**src/rtl/uart_rx.sv**
```systemverilog
// uart_rx -- asynchronous serial receiver (8N1 / 8E1 / 8O1).
//
// Receives start bit, 8 data bits LSB first, an optional parity bit and one
// stop bit. Bits are sampled at mid-bit by a clock-count bit timer. Each
// accepted byte is held in rx_data with a ready/ack handshake and per-byte
// framing and parity flags. A sticky overrun flag records frames that
// completed while the previous byte was still unconsumed.
//
// Parameters:
//   CLKS_PER_BIT  clk cycles per serial bit (>= 4)
//   PARITY_EN     1 = parity bit present and checked, 0 = no parity bit
//   PARITY_ODD    0 = even parity, 1 = odd parity (ignored if PARITY_EN=0)
//
// Ports:
//   clk            system clock, rising edge
//   rst            synchronous active-high reset
//   RXD            serial input, asynchronous to clk, idle high
//   rx_ack         host consumes the held byte
//   rx_ready       a received byte is held in rx_data
//   rx_data        last accepted byte
//   framing_error  stop bit was sampled low for the byte in rx_data
//   parity_error   parity mismatch for the byte in rx_data
//   overrun_error  a frame completed while rx_ready was high (sticky until ack)
//   busy           receiver is not idle
module uart_rx #(
  parameter int CLKS_PER_BIT = 868,
  parameter bit PARITY_EN    = 1'b1,
  parameter bit PARITY_ODD   = 1'b0
) (
  input  logic       clk,
  input  logic       rst,
  input  logic       RXD,
  input  logic       rx_ack,
  output logic       rx_ready,
  output logic [7:0] rx_data,
  output logic       framing_error,
  output logic       parity_error,
  output logic       overrun_error,
  output logic       busy
);

  localparam int CW = (CLKS_PER_BIT > 2) ? $clog2(CLKS_PER_BIT) : 2;
  localparam logic [CW-1:0] CNT_LAST = CW'(CLKS_PER_BIT - 1);
  localparam logic [CW-1:0] CNT_HALF = CW'(CLKS_PER_BIT / 2 - 1);
  localparam logic [CW-1:0] CNT_ONE  = CW'(1);

  typedef enum logic [2:0] {
    IDLE   = 3'd0,
    START  = 3'd1,
    DATA   = 3'd2,
    PARITY = 3'd3,
    STOP   = 3'd4
  } state_t;

  // Two-flop synchronizer; only rxd_s is used downstream.
  logic rxd_m_reg;
  logic rxd_s;

  state_t        state_reg, state_next;
  logic [CW-1:0] cnt_reg, cnt_next;
  logic [2:0]    bit_idx_reg, bit_idx_next;
  logic [7:0]    shreg_reg, shreg_next;
  logic          par_bad_reg, par_bad_next;
  // Set when a frame ends with the line low (break / framing error): the
  // line must be seen high before another start bit is accepted.
  logic          wait_high_reg, wait_high_next;

  logic          rx_ready_reg, rx_ready_next;
  logic [7:0]    rx_data_reg, rx_data_next;
  logic          fe_reg, fe_next;
  logic          pe_reg, pe_next;
  logic          oe_reg, oe_next;

  logic          complete;
  logic          stop_low;
  logic          par_expected;

  always_ff @(posedge clk) begin
    if (rst) begin
      rxd_m_reg <= 1'b1;
      rxd_s     <= 1'b1;
    end else begin
      rxd_m_reg <= RXD;
      rxd_s     <= rxd_m_reg;
    end
  end

  always_ff @(posedge clk) begin
    if (rst) begin
      state_reg     <= IDLE;
      cnt_reg       <= '0;
      bit_idx_reg   <= '0;
      shreg_reg     <= '0;
      par_bad_reg   <= 1'b0;
      wait_high_reg <= 1'b0;
      rx_ready_reg  <= 1'b0;
      rx_data_reg   <= 8'h00;
      fe_reg        <= 1'b0;
      pe_reg        <= 1'b0;
      oe_reg        <= 1'b0;
    end else begin
      state_reg     <= state_next;
      cnt_reg       <= cnt_next;
      bit_idx_reg   <= bit_idx_next;
      shreg_reg     <= shreg_next;
      par_bad_reg   <= par_bad_next;
      wait_high_reg <= wait_high_next;
      rx_ready_reg  <= rx_ready_next;
      rx_data_reg   <= rx_data_next;
      fe_reg        <= fe_next;
      pe_reg        <= pe_next;
      oe_reg        <= oe_next;
    end
  end

  // Parity bit value a correct transmitter sends for the received byte.
  assign par_expected = PARITY_ODD ? ~(^shreg_reg) : (^shreg_reg);

  always_comb begin
    state_next     = state_reg;
    cnt_next       = cnt_reg;
    bit_idx_next   = bit_idx_reg;
    shreg_next     = shreg_reg;
    par_bad_next   = par_bad_reg;
    wait_high_next = wait_high_reg;
    complete       = 1'b0;
    stop_low       = 1'b0;

    case (state_reg)
      IDLE: begin
        cnt_next = '0;
        if (wait_high_reg) begin
          if (rxd_s) begin
            wait_high_next = 1'b0;
          end
        end else if (!rxd_s) begin
          state_next = START;
        end
      end

      START: begin
        if (cnt_reg == CNT_HALF) begin
          cnt_next = '0;
          if (rxd_s) begin
            // Line went back high before mid start bit: treat as a glitch.
            state_next = IDLE;
          end else begin
            state_next   = DATA;
            bit_idx_next = 3'd0;
            par_bad_next = 1'b0;
          end
        end else begin
          cnt_next = cnt_reg + CNT_ONE;
        end
      end

      DATA: begin
        if (cnt_reg == CNT_LAST) begin
          cnt_next                = '0;
          shreg_next[bit_idx_reg] = rxd_s;
          if (bit_idx_reg == 3'd7) begin
            state_next = PARITY_EN ? PARITY : STOP;
          end else begin
            bit_idx_next = bit_idx_reg + 3'd1;
          end
        end else begin
          cnt_next = cnt_reg + CNT_ONE;
        end
      end

      PARITY: begin
        if (cnt_reg == CNT_LAST) begin
          cnt_next     = '0;
          par_bad_next = (rxd_s != par_expected);
          state_next   = STOP;
        end else begin
          cnt_next = cnt_reg + CNT_ONE;
        end
      end

      STOP: begin
        if (cnt_reg == CNT_LAST) begin
          // Frame ends at mid stop bit so a following start edge is not missed.
          cnt_next       = '0;
          complete       = 1'b1;
          stop_low       = !rxd_s;
          wait_high_next = !rxd_s;
          state_next     = IDLE;
        end else begin
          cnt_next = cnt_reg + CNT_ONE;
        end
      end

      default: begin
        state_next = IDLE;
        cnt_next   = '0;
      end
    endcase
  end

  // Host handshake and status flags.
  always_comb begin
    rx_ready_next = rx_ready_reg;
    rx_data_next  = rx_data_reg;
    fe_next       = fe_reg;
    pe_next       = pe_reg;
    oe_next       = oe_reg;

    if (complete) begin
      if (!rx_ready_reg || rx_ack) begin
        // Slot is free (or being freed this cycle): accept the new byte.
        rx_data_next  = shreg_reg;
        rx_ready_next = 1'b1;
        fe_next       = stop_low;
        pe_next       = PARITY_EN ? par_bad_reg : 1'b0;
        oe_next       = 1'b0;
      end else begin
        oe_next = 1'b1;
      end
    end else if (rx_ack && rx_ready_reg) begin
      rx_ready_next = 1'b0;
      fe_next       = 1'b0;
      pe_next       = 1'b0;
      oe_next       = 1'b0;
    end
  end

  assign rx_ready      = rx_ready_reg;
  assign rx_data       = rx_data_reg;
  assign framing_error = fe_reg;
  assign parity_error  = pe_reg;
  assign overrun_error = oe_reg;
  assign busy          = (state_reg != IDLE);

endmodule

```
**config.mk**
```make
export PLATFORM = sky130hd
export DESIGN_NAME = uart_rx
export DESIGN_NICKNAME = d
export VERILOG_FILES = /design/src/rtl/uart_rx.sv
export SDC_FILE = /design/constraint.sdc
export NUM_CORES = 1
export LEC_CHECK = 0
export ABC_AREA = 0
export BUFFER_PORTS_ARGS = -buffer_cell sky130_fd_sc_hd__buf_2
export CORE_ASPECT_RATIO = 0.6
export CORE_UTILIZATION = 30
export CTS_CLUSTER_SIZE = 14
export DETAILED_ROUTE_END_ITERATION = 12
export PLACE_DENSITY = 0.43
export REMOVE_ABC_BUFFERS = 1
export SLEW_MARGIN = 20
export SYNTH_ARGS = -nofsm -noshare
export SYNTH_HDL_FRONTEND = slang
export SYNTH_SLANG_ARGS = --single-unit
```
**constraint.sdc**
```tcl
create_clock -name clk -period 2.9 [get_ports clk]
set_clock_uncertainty 0.1 [all_clocks]
set_input_delay 0.145 -clock clk [delete_from_list [all_inputs] [get_ports clk]]
set_output_delay 0.145 -clock clk [all_outputs]
set_load 0.03 [all_outputs]
```
==> results_dict.tcl, run 1 <==
set metrics [dict create \
    drc 0 \
    die_h_um 63.9 \
    hold_violations 0 \
    switchingPower_w 0.000217 \
    cp_max_fo 11 \
    holdCritPathClass "primary input to flip-flop" \
    rrSetupSlack_ns 0.57 \
    regArea_um2 801 \
    largest_reg_flops 10 \
    clk_path_buf_depth 2 \
    ys.flop_type "dfxtp_1" \
    crit_path_end_kind "flip-flop" \
    worst-path-buf-inv 1 \
    slowest_stage "dfxtp_1" \
    globalplace.congestion 0.733 \
    worstHoldPathCells 2 \
    cts_made_buffers 5 \
    slew_viol_final 0 \
    cts_setup_buffers 0 \
    timing.rr.end "framing_error" \
    firstDrtPassIters 4 \
    reg2reg_depth 7 \
    critPathMaxStageDelay_ns 0.41 \
    die_area_mm2 0.00672 \
    tightest_slew_ns 0.571 \
    pwr-share-seq 0.536 \
    synth_seq_cells 40 \
    power.internal_w 0.000820 \
    drive_gt1_frac 0.163 \
    finalSetupViolations 0 \
    start_util 0.312 \
    rsz0062_at_grt "false" \
    dpl_cell_area_mm2 0.00207 \
    synth_area_per_cell_um2 9.44 \
    final_common_cell "dfxtp_1" \
    hpwl_um 2760 \
    grt_pass1_vias 1264 \
    crit_arrival_ns 2.46 \
    core_area_mm2 0.00614 \
    crit_type "flip-flop to flip-flop" \
    gr-total-overflow 0 \
    die_x_um 105 \
    grt_usage 0.126 \
    drv_cap 0 \
    diodes 0 \
    clkLatencyLatePin_ns 0.28 \
    rr_startpoint "cnt_reg[0]" \
    ctsHtreeMaxLevel 2 \
    io_pins 17 \
    fin_total_pwr_w 0.00104 \
    p_leak_nw 0.801 \
    post_cts_resized 0 \
    period_needed_ns 2.33 \
    portBuffers 16 \
    avgRoutedWirePerCell_um 12.6 \
    root_buffer "clkbuf_8" \
    antenna_found_initial 0 \
    clk_pin_slew_ns 0.08 \
    multi_input_area_mm2 0.00105 \
    synth-edff-count 0 \
    outcome "completed" \
    fin_area_mm2 0.00220 \
    fmax_mhz 428 \
    slew_headroom 0.619 \
    nFillCells 626 \
    power_frac_clock 0.432 \
    holdPathEnd "shreg_reg[3]" \
    final_cell_mix "40 x dfxtp_1, 39 x nor2_1, 19 x mux2i_1" \
    path_delay_family "simple AND/OR/NAND/NOR gates" \
    syn_inst 203 \
    start_kind "flip-flop" \
    nets 228 \
    cp_data_required_time_ns 3.02 \
    p_comb_frac 0.032 \
    fin_crit_sh 0.805 \
    syn_area_mm2 0.00192 \
    cts_tree "built" \
    ys_seq_area_frac 0.418 \
    hold_buffers 2 \
    clock_sinks 40 \
    ir_worst_vdd_v 0.000164 \
    drt_iter0_drc 48 \
    grt_pass1_wl_um 6580 \
    ys_warn_count 0 \
    synth-async-reset-ratio 0 \
    route.detailed.vias_per_inst 4.60 \
    powerDensity_mw_per_mm2 472 \
    path_cells "ha_1, nor4bb_1, nand4_1, nor2b_1, buf_4, mux2_2, nor2_1" \
    rows 22 \
    hp-start "rst" \
    grt_max_degree 32 \
    vias 1403 \
    synth_cell_types 46 \
    yosys.area.top_type "dfxtp_1" \
    wirelength_um 3850 \
    p_sw_frac 0.209 \
    synth_top_area_frac 0.418 \
    final_antenna_net_count 0 \
    synth_area_leaders "dfxtp_1 42%, mux2i_1 9.9%, nor2_1 7.6%, xnor2_1 4.1%, ha_1 2.6%" \
    syn_to_final_growth_pct 14.6 \
    fin_setup_tns_ns 0 \
]
-- cell families after synthesis --
logic type,count (synthesis),synth area share
AO/OA/AOI/OAI,17,0.0594
XOR/XNOR,15,0.0757
adder cells (fa/ha/maj),4,0.0261
buffers and inverters,14,0.0366
flip-flops,40,0.418
multiplexers,21,0.111
AND/OR/NAND/NOR,92,0.274
-- worst max-delay path by stage --
| stage | cells after the start | start | endpoint | slack, ns |
|---|---|---|---|---|
| finish | 7 | cnt_reg[0] | framing_error | 0.57 |
| detailed placement | 7 | cnt_reg[0] | framing_error | 0.60 |
| global route | 7 | cnt_reg[0] | framing_error | 0.33 |
| CTS | 7 | cnt_reg[0] | framing_error | 0.56 |
| global placement | 6 | cnt_reg[0] | shreg_reg[4] | 0.68 |
| floorplan | 6 | cnt_reg[0] | framing_error | 0.47 |
-- routing by layer --
| layer | global-route usage | share of wire | routed length, um | up-vias |
|---|---|---|---|---|
| li1 | - | - | - | 743 |
| met2 | 0.146 | 0.33 | 1260 | 26 |
| met5 | 0 | 0 | 0 | - |
| met4 | 0.0317 | 0 | 0 | 0 |
| met1 | 0.206 | 0.63 | 2410 | 634 |
| met3 | 0.0398 | 0.044 | 168 | 0 |
-- power groups by stage --
| stage | registers [W] | clock network (W) | logic (W) |
|---|---|---|---|
| 2_1_floorplan | 0.000569 | 0 | 0.0000156 |
| 3_3_place_gp | 0.000569 | 0 | 0.0000322 |
| 3_5_place_dp | 0.000569 | 0 | 0.0000314 |
| 4_1_cts | 0.000556 | 0.000463 | 0.0000334 |
| 5_1_grt | 0.000557 | 0.000489 | 0.0000371 |
| 6_report | 0.000556 | 0.000448 | 0.0000328 |
-- cells in the mapped netlist (2+ instances only) --
| cell type | instances |
|---|---|
| and4_1 | 2 |
| buf_2 | 2 |
| dfxtp_1 | 40 |
| a21oi_1 | 6 |
| and3_1 | 2 |
| a22oi_1 | 2 |
| nand2b_1 | 2 |
| mux2i_1 | 19 |
| nor4b_4 | 2 |
| nor2_1 | 39 |
| nand4_1 | 5 |
| and2_1 | 2 |
| o21ai_0 | 2 |
| mux2_2 | 2 |
| or2_2 | 2 |
| xnor2_1 | 9 |
| nor4bb_1 | 2 |
| nor3_1 | 3 |
| ha_1 | 4 |
| nor2b_1 | 2 |
| inv_1 | 2 |
| xor2_1 | 5 |
| buf_1 | 2 |
| nand2_1 | 10 |
| nand3_1 | 6 |
| o221ai_1 | 2 |
| clkbuf_1 | 5 |
| buf_4 | 2 |
| nand4b_1 | 2 |
| nor3b_1 | 2 |
-- through the flow --
stage / hold slack (ns) / util / cells / setup slack [ns]
6_report: 0.230 / 0.358 / 305 / 0.566
5_1_grt: 0.255 / 0.358 / 305 / 0.331
4_1_cts: 0.234 / 0.358 / 305 / 0.559
3_5_place_dp: 0.231 / 0.337 / 295 / 0.597
3_3_place_gp: 0.228 / 0.337 / 295 / 0.677
2_1_floorplan: 0.114 / - / 191 / 0.472
-- layout make-up --
type / count / share of cell area
timing repair buffer: 22 / 0.0592
sequential: 40 / 0.364
clock inverter: 2 / 0.0159
tap: 84 / 0.0478
multi-input combinational: 149 / 0.476
inverter: 2 / 0.00342
clock buffer: 6 / 0.0330
Note: power is estimated with default switching activity, not from simulation.
==> inputs of run 2 (changes only) <==
PLACE_DENSITY = 0.44   (was 0.43)
clock period = 2.1 ns   (was 2.9 ns; I/O delays follow)
==> run 2 against run 1 <==
  * Sequential power up 38%
  * First-iteration DRC count up 8.3%
  * Sequential cell count unchanged
  * Largest power group is now the clock network
==> results_dict.tcl, run 2 (same netlist as run 1, synthesis figures left out) <==
set metrics [dict create \
    die_area_mm2 0.00672 \
    final_cells 328 \
    nFillCells 621 \
    portBuffers 16 \
    cp_data_required_time_ns 2.16 \
    gr-total-overflow 0 \
    p_leak_nw 0.955 \
    die_h_um 63.9 \
    syn_to_final_growth_pct 29.3 \
    root_buffer "clkbuf_8" \
    cts_setup_buffers 0 \
    fin_setup_tns_ns 0 \
    slew_headroom 0.596 \
    core_area_mm2 0.00614 \
    holdCritPathClass "primary input to flip-flop" \
    fin_crit_sh 0.984 \
    grt_max_degree 32 \
    fmax_mhz 484 \
    crit_type "flip-flop to flip-flop" \
    hold_violations 0 \
    final_antenna_net_count 0 \
    rsz0062_at_grt "true" \
    die_x_um 105 \
    wirelength_um 4290 \
    ir_worst_vdd_v 0.000281 \
    start_kind "flip-flop" \
    start_util 0.312 \
    globalplace.congestion 0.821 \
    dpl_cell_area_mm2 0.00225 \
    ctsHtreeMaxLevel 2 \
    drv_cap 0 \
    largest_reg_flops 10 \
    regArea_um2 803 \
    finalSetupViolations 0 \
    drc 0 \
    final_cell_mix "39 x nor2_1, 38 x dfxtp_1, 25 x buf_4" \
    drive_gt1_frac 0.275 \
    antenna_found_initial 0 \
    final_common_cell "nor2_1" \
    avgRoutedWirePerCell_um 13.1 \
    slew_viol_final 0 \
    clk_pin_slew_ns 0.09 \
    clock_sinks 40 \
    clk_path_buf_depth 2 \
    outcome "completed" \
    crit_path_end_kind "flip-flop" \
    diodes 0 \
    rows 22 \
    hpwl_um 3190 \
    hold_ws_ns 0.179 \
    powerDensity_mw_per_mm2 686 \
    grt_usage 0.142 \
    grt_pass1_vias 1380 \
    clkLatencyLatePin_ns 0.29 \
    multi_input_area_mm2 0.00108 \
    grt_pass1_wl_um 7380 \
    final_core_util 0.404 \
    dp.cells 318 \
    tightest_slew_ns 0.598 \
    io_pins 17 \
    firstDrtPassIters 4 \
    drt_iter0_drc 52 \
    vias 1517 \
    cp_max_fo 5 \
    cts_made_buffers 5 \
    cts_tree "built" \
    period_needed_ns 2.07 \
    nets 251 \
    crit_arrival_ns 2.13 \
    route.detailed.vias_per_inst 4.63 \
    fin_area_mm2 0.00248 \
]
## run 2: per-layer routing
| metal | share of wire | global-route usage |
|---|---|---|
| met5 | 0 | 0 |
| met2 | 0.34 | 0.155 |
| met4 | 0.0044 | 0.0264 |
| met3 | 0.047 | 0.0439 |
| met1 | 0.61 | 0.244 |
## run 2: power breakdown
group	internal [W]	leakage, nW	switching (W)	total [W]
registers	0.000762	0.324	0.00000255	0.000765
clock network	0.000595	0.0784	0.000281	0.000876
logic	0.0000253	0.553	0.0000350	0.0000602
## run 2: repair_timing
item                                   4_1_cts  5_1_grt
hold buffers                                 2        0
setup endpoints to repair                    0       15
endpoints found under the hold margin        2        0
resized for setup                            0       10
## run 2: area by class of cell
class                           count  area share
Multi-Input combinational cell    149       0.438
Sequential cell                    40       0.324
Timing Repair Buffer               45       0.129
Tap cell                           84      0.0424
Clock inverter                      3      0.0363
Clock buffer                        5      0.0278
Inverter                            2     0.00303
## run 2: path summary, 6_finish.rpt
kind                            startpoint  cells past startpoint  slack [ns]           end
worst max-delay path            cnt_reg[3]                      5        0.03  shreg_reg[2]
worst min register to register   rxd_m_reg                      1        0.31         rxd_s
worst min-delay path                   rst                      2        0.18    rx_data[7]
worst max register to register  cnt_reg[3]                      5        0.03  shreg_reg[2]
## run 2: worst max-delay path, stage by stage (launching register included)
cell and delay, ns:
dfxtp_2 0.33, or3b_4 0.40, or4_4 0.60, nor4b_4 0.26, mux2i_1 0.21, nor2_1 0.05
## run 2: through the flow
| step | setup slack [ns] | power (W) |
|---|---|---|
| CTS | 0.00320 | 0.00172 |
| finish | 0.0333 | 0.00170 |
| floorplan | -0.328 | 0.000808 |
| detailed placement | 0.0201 | 0.000840 |
| global route | -0.0507 | 0.00177 |
| global placement | 0.0464 | 0.000841 |
==> inputs of run 3 (changes only) <==
CTS_CLUSTER_DIAMETER = 100   (was not set)
RECOVER_POWER = 50   (was not set)
==> run 3 against run 2 <==
  * First-iteration DRC count rose by 5.8%
  * Via count is 0.40% lower
  * Critical path depth is the same
  * Setup slack hardly changed
  * Clock power hardly changed
  * Wire length grew 0.14%
  * Critical endpoint unchanged
==> results_dict.tcl, run 3 (same netlist as run 1, synthesis figures left out) <==
set metrics [dict create \
    clock_sinks 40 \
    root_buffer "clkbuf_8" \
    rrSetupSlack_ns 0.03 \
    tightest_slew_ns 0.622 \
    grt_pass1_vias 1380 \
    vias 1511 \
    cts_setup_buffers 0 \
    globalplace.congestion 0.821 \
    pwr-share-seq 0.452 \
    rows 22 \
    crit_type "flip-flop to flip-flop" \
    rsz0062_at_grt "true" \
    fin_crit_sh 0.984 \
    hp-start "rst" \
    cts_tree "built" \
    rr_startpoint "cnt_reg[3]" \
    final_core_util 0.397 \
    fmax_mhz 484 \
    clk_path_buf_depth 2 \
    holdPathEnd "rx_data[7]" \
    start_util 0.312 \
    drive_gt1_frac 0.213 \
    dp.cells 318 \
    slew_headroom 0.579 \
    firstDrtPassIters 4 \
    power.internal_w 0.00138 \
    final_antenna_net_count 0 \
    drv_cap 0 \
    grt_usage 0.142 \
    clk_pin_slew_ns 0.09 \
    cp_data_required_time_ns 2.16 \
    drt_iter0_drc 55 \
    powerDensity_mw_per_mm2 694 \
    worstHoldPathCells 2 \
    slowest_stage "or4_4" \
    slew_viol_final 0 \
    gr-total-overflow 0 \
    ctsHtreeMaxLevel 2 \
    core_area_mm2 0.00614 \
    final_cell_mix "39 x nor2_1, 38 x dfxtp_1, 23 x buf_4" \
    fin_setup_tns_ns 0 \
    period_needed_ns 2.07 \
    nFillCells 628 \
    critPathMaxStageDelay_ns 0.60 \
    portBuffers 16 \
    nets 251 \
    diodes 0 \
    route.detailed.vias_per_inst 4.61 \
    timing.rr.end "shreg_reg[2]" \
    avgRoutedWirePerCell_um 13.1 \
    die_h_um 63.9 \
    wirelength_um 4300 \
    start_kind "flip-flop" \
    path_cells "or3b_4, or4_4, nor4b_4, mux2i_1, nor2_1" \
    cts_made_buffers 5 \
    hpwl_um 3190 \
    outcome "completed" \
    p_comb_frac 0.033 \
    grt_pass1_wl_um 7380 \
    p_leak_nw 0.885 \
    hold_ws_ns 0.179 \
    drc 0 \
    fin_total_pwr_w 0.00169 \
    crit_arrival_ns 2.13 \
    hold_violations 0 \
    io_pins 17 \
    die_x_um 105 \
    largest_reg_flops 10 \
    final_common_cell "nor2_1" \
    finalSetupViolations 0 \
    crit_path_end_kind "flip-flop" \
    holdCritPathClass "primary input to flip-flop" \
    syn_to_final_growth_pct 27.3 \
    power_frac_clock 0.516 \
    antenna_found_initial 0 \
    ir_worst_vdd_v 0.000281 \
    clkLatencyLatePin_ns 0.29 \
    die_area_mm2 0.00672 \
    final_cells 328 \
    p_sw_frac 0.187 \
    switchingPower_w 0.000316 \
    reg2reg_depth 5 \
    cp_max_fo 5 \
    grt_max_degree 32 \
]
run 3: cell types whose count changed in the layout (fill, tap and decap cells not counted):
cell      previous run  this run
buf_2               16         3
buf_12               1         0
clkbuf_1             0        15
buf_4               25        23
clkbuf_2             0         1
run 3: worst max-delay path by stage:
stage	startpoint	to	slack [ns]	cells past startpoint
floorplan	cnt_reg[0]	framing_error	-0.33	6
global placement	cnt_reg[1]	shreg_reg[4]	0.05	6
detailed placement	cnt_reg[1]	shreg_reg[4]	0.02	6
CTS	cnt_reg[1]	rx_data[0]	0.003	7
global route	cnt_reg[3]	shreg_reg[2]	-0.05	5
finish	cnt_reg[3]	shreg_reg[2]	0.03	5
run 3: timing repair:
item / CTS / global route
hold buffers: 2 / 0
setup endpoints to repair: 0 / 15
endpoints found under the hold margin: 2 / 0
resized for setup: 0 / 10
run 3: power groups by stage:
stage | Sequential, W | Clock [W] | Combinational (W)
final | 0.000765 | 0.000874 | 0.0000551
after global routing | 0.000766 | 0.000938 | 0.0000613
after CTS | 0.000765 | 0.000896 | 0.0000604
after detailed placement | 0.000783 | 0 | 0.0000575
after global placement | 0.000783 | 0 | 0.0000587
after floorplan | 0.000786 | 0 | 0.0000216
run 3: cell type report:
type,count,area (um^2),share of cell area
repair buffers,45,280,0.115
flip-flops and latches,40,803,0.329
inverters,2,7.51,0.00308
clock inverters,3,90.1,0.0369
clock buffers,5,68.8,0.0282
multi-input cells,149,1080,0.445
well taps,84,105,0.0431
run 3: per-stage QoR:
step	setup WS, ns	area, um^2
CTS	0.00320	2430
floorplan	-0.328	1850
finish	0.0334	2440
detailed placement	0.0201	2250
global route	-0.0507	2440
global placement	0.0464	2250
run 3: worst max-delay path, delay by kind of cell (launching register included):
kind          cells  cell delay [ns]
simple gates      4             1.31
flops             1             0.33
mux               1             0.21
run 3: routing by layer:
layer  up-vias  global-route usage  part of all wire
met3         2              0.0439             0.034
met2        20               0.155              0.34
li1        787                   -                 -
met1       702               0.244              0.62
met5         -                   0                 0
met4         0              0.0264            0.0044
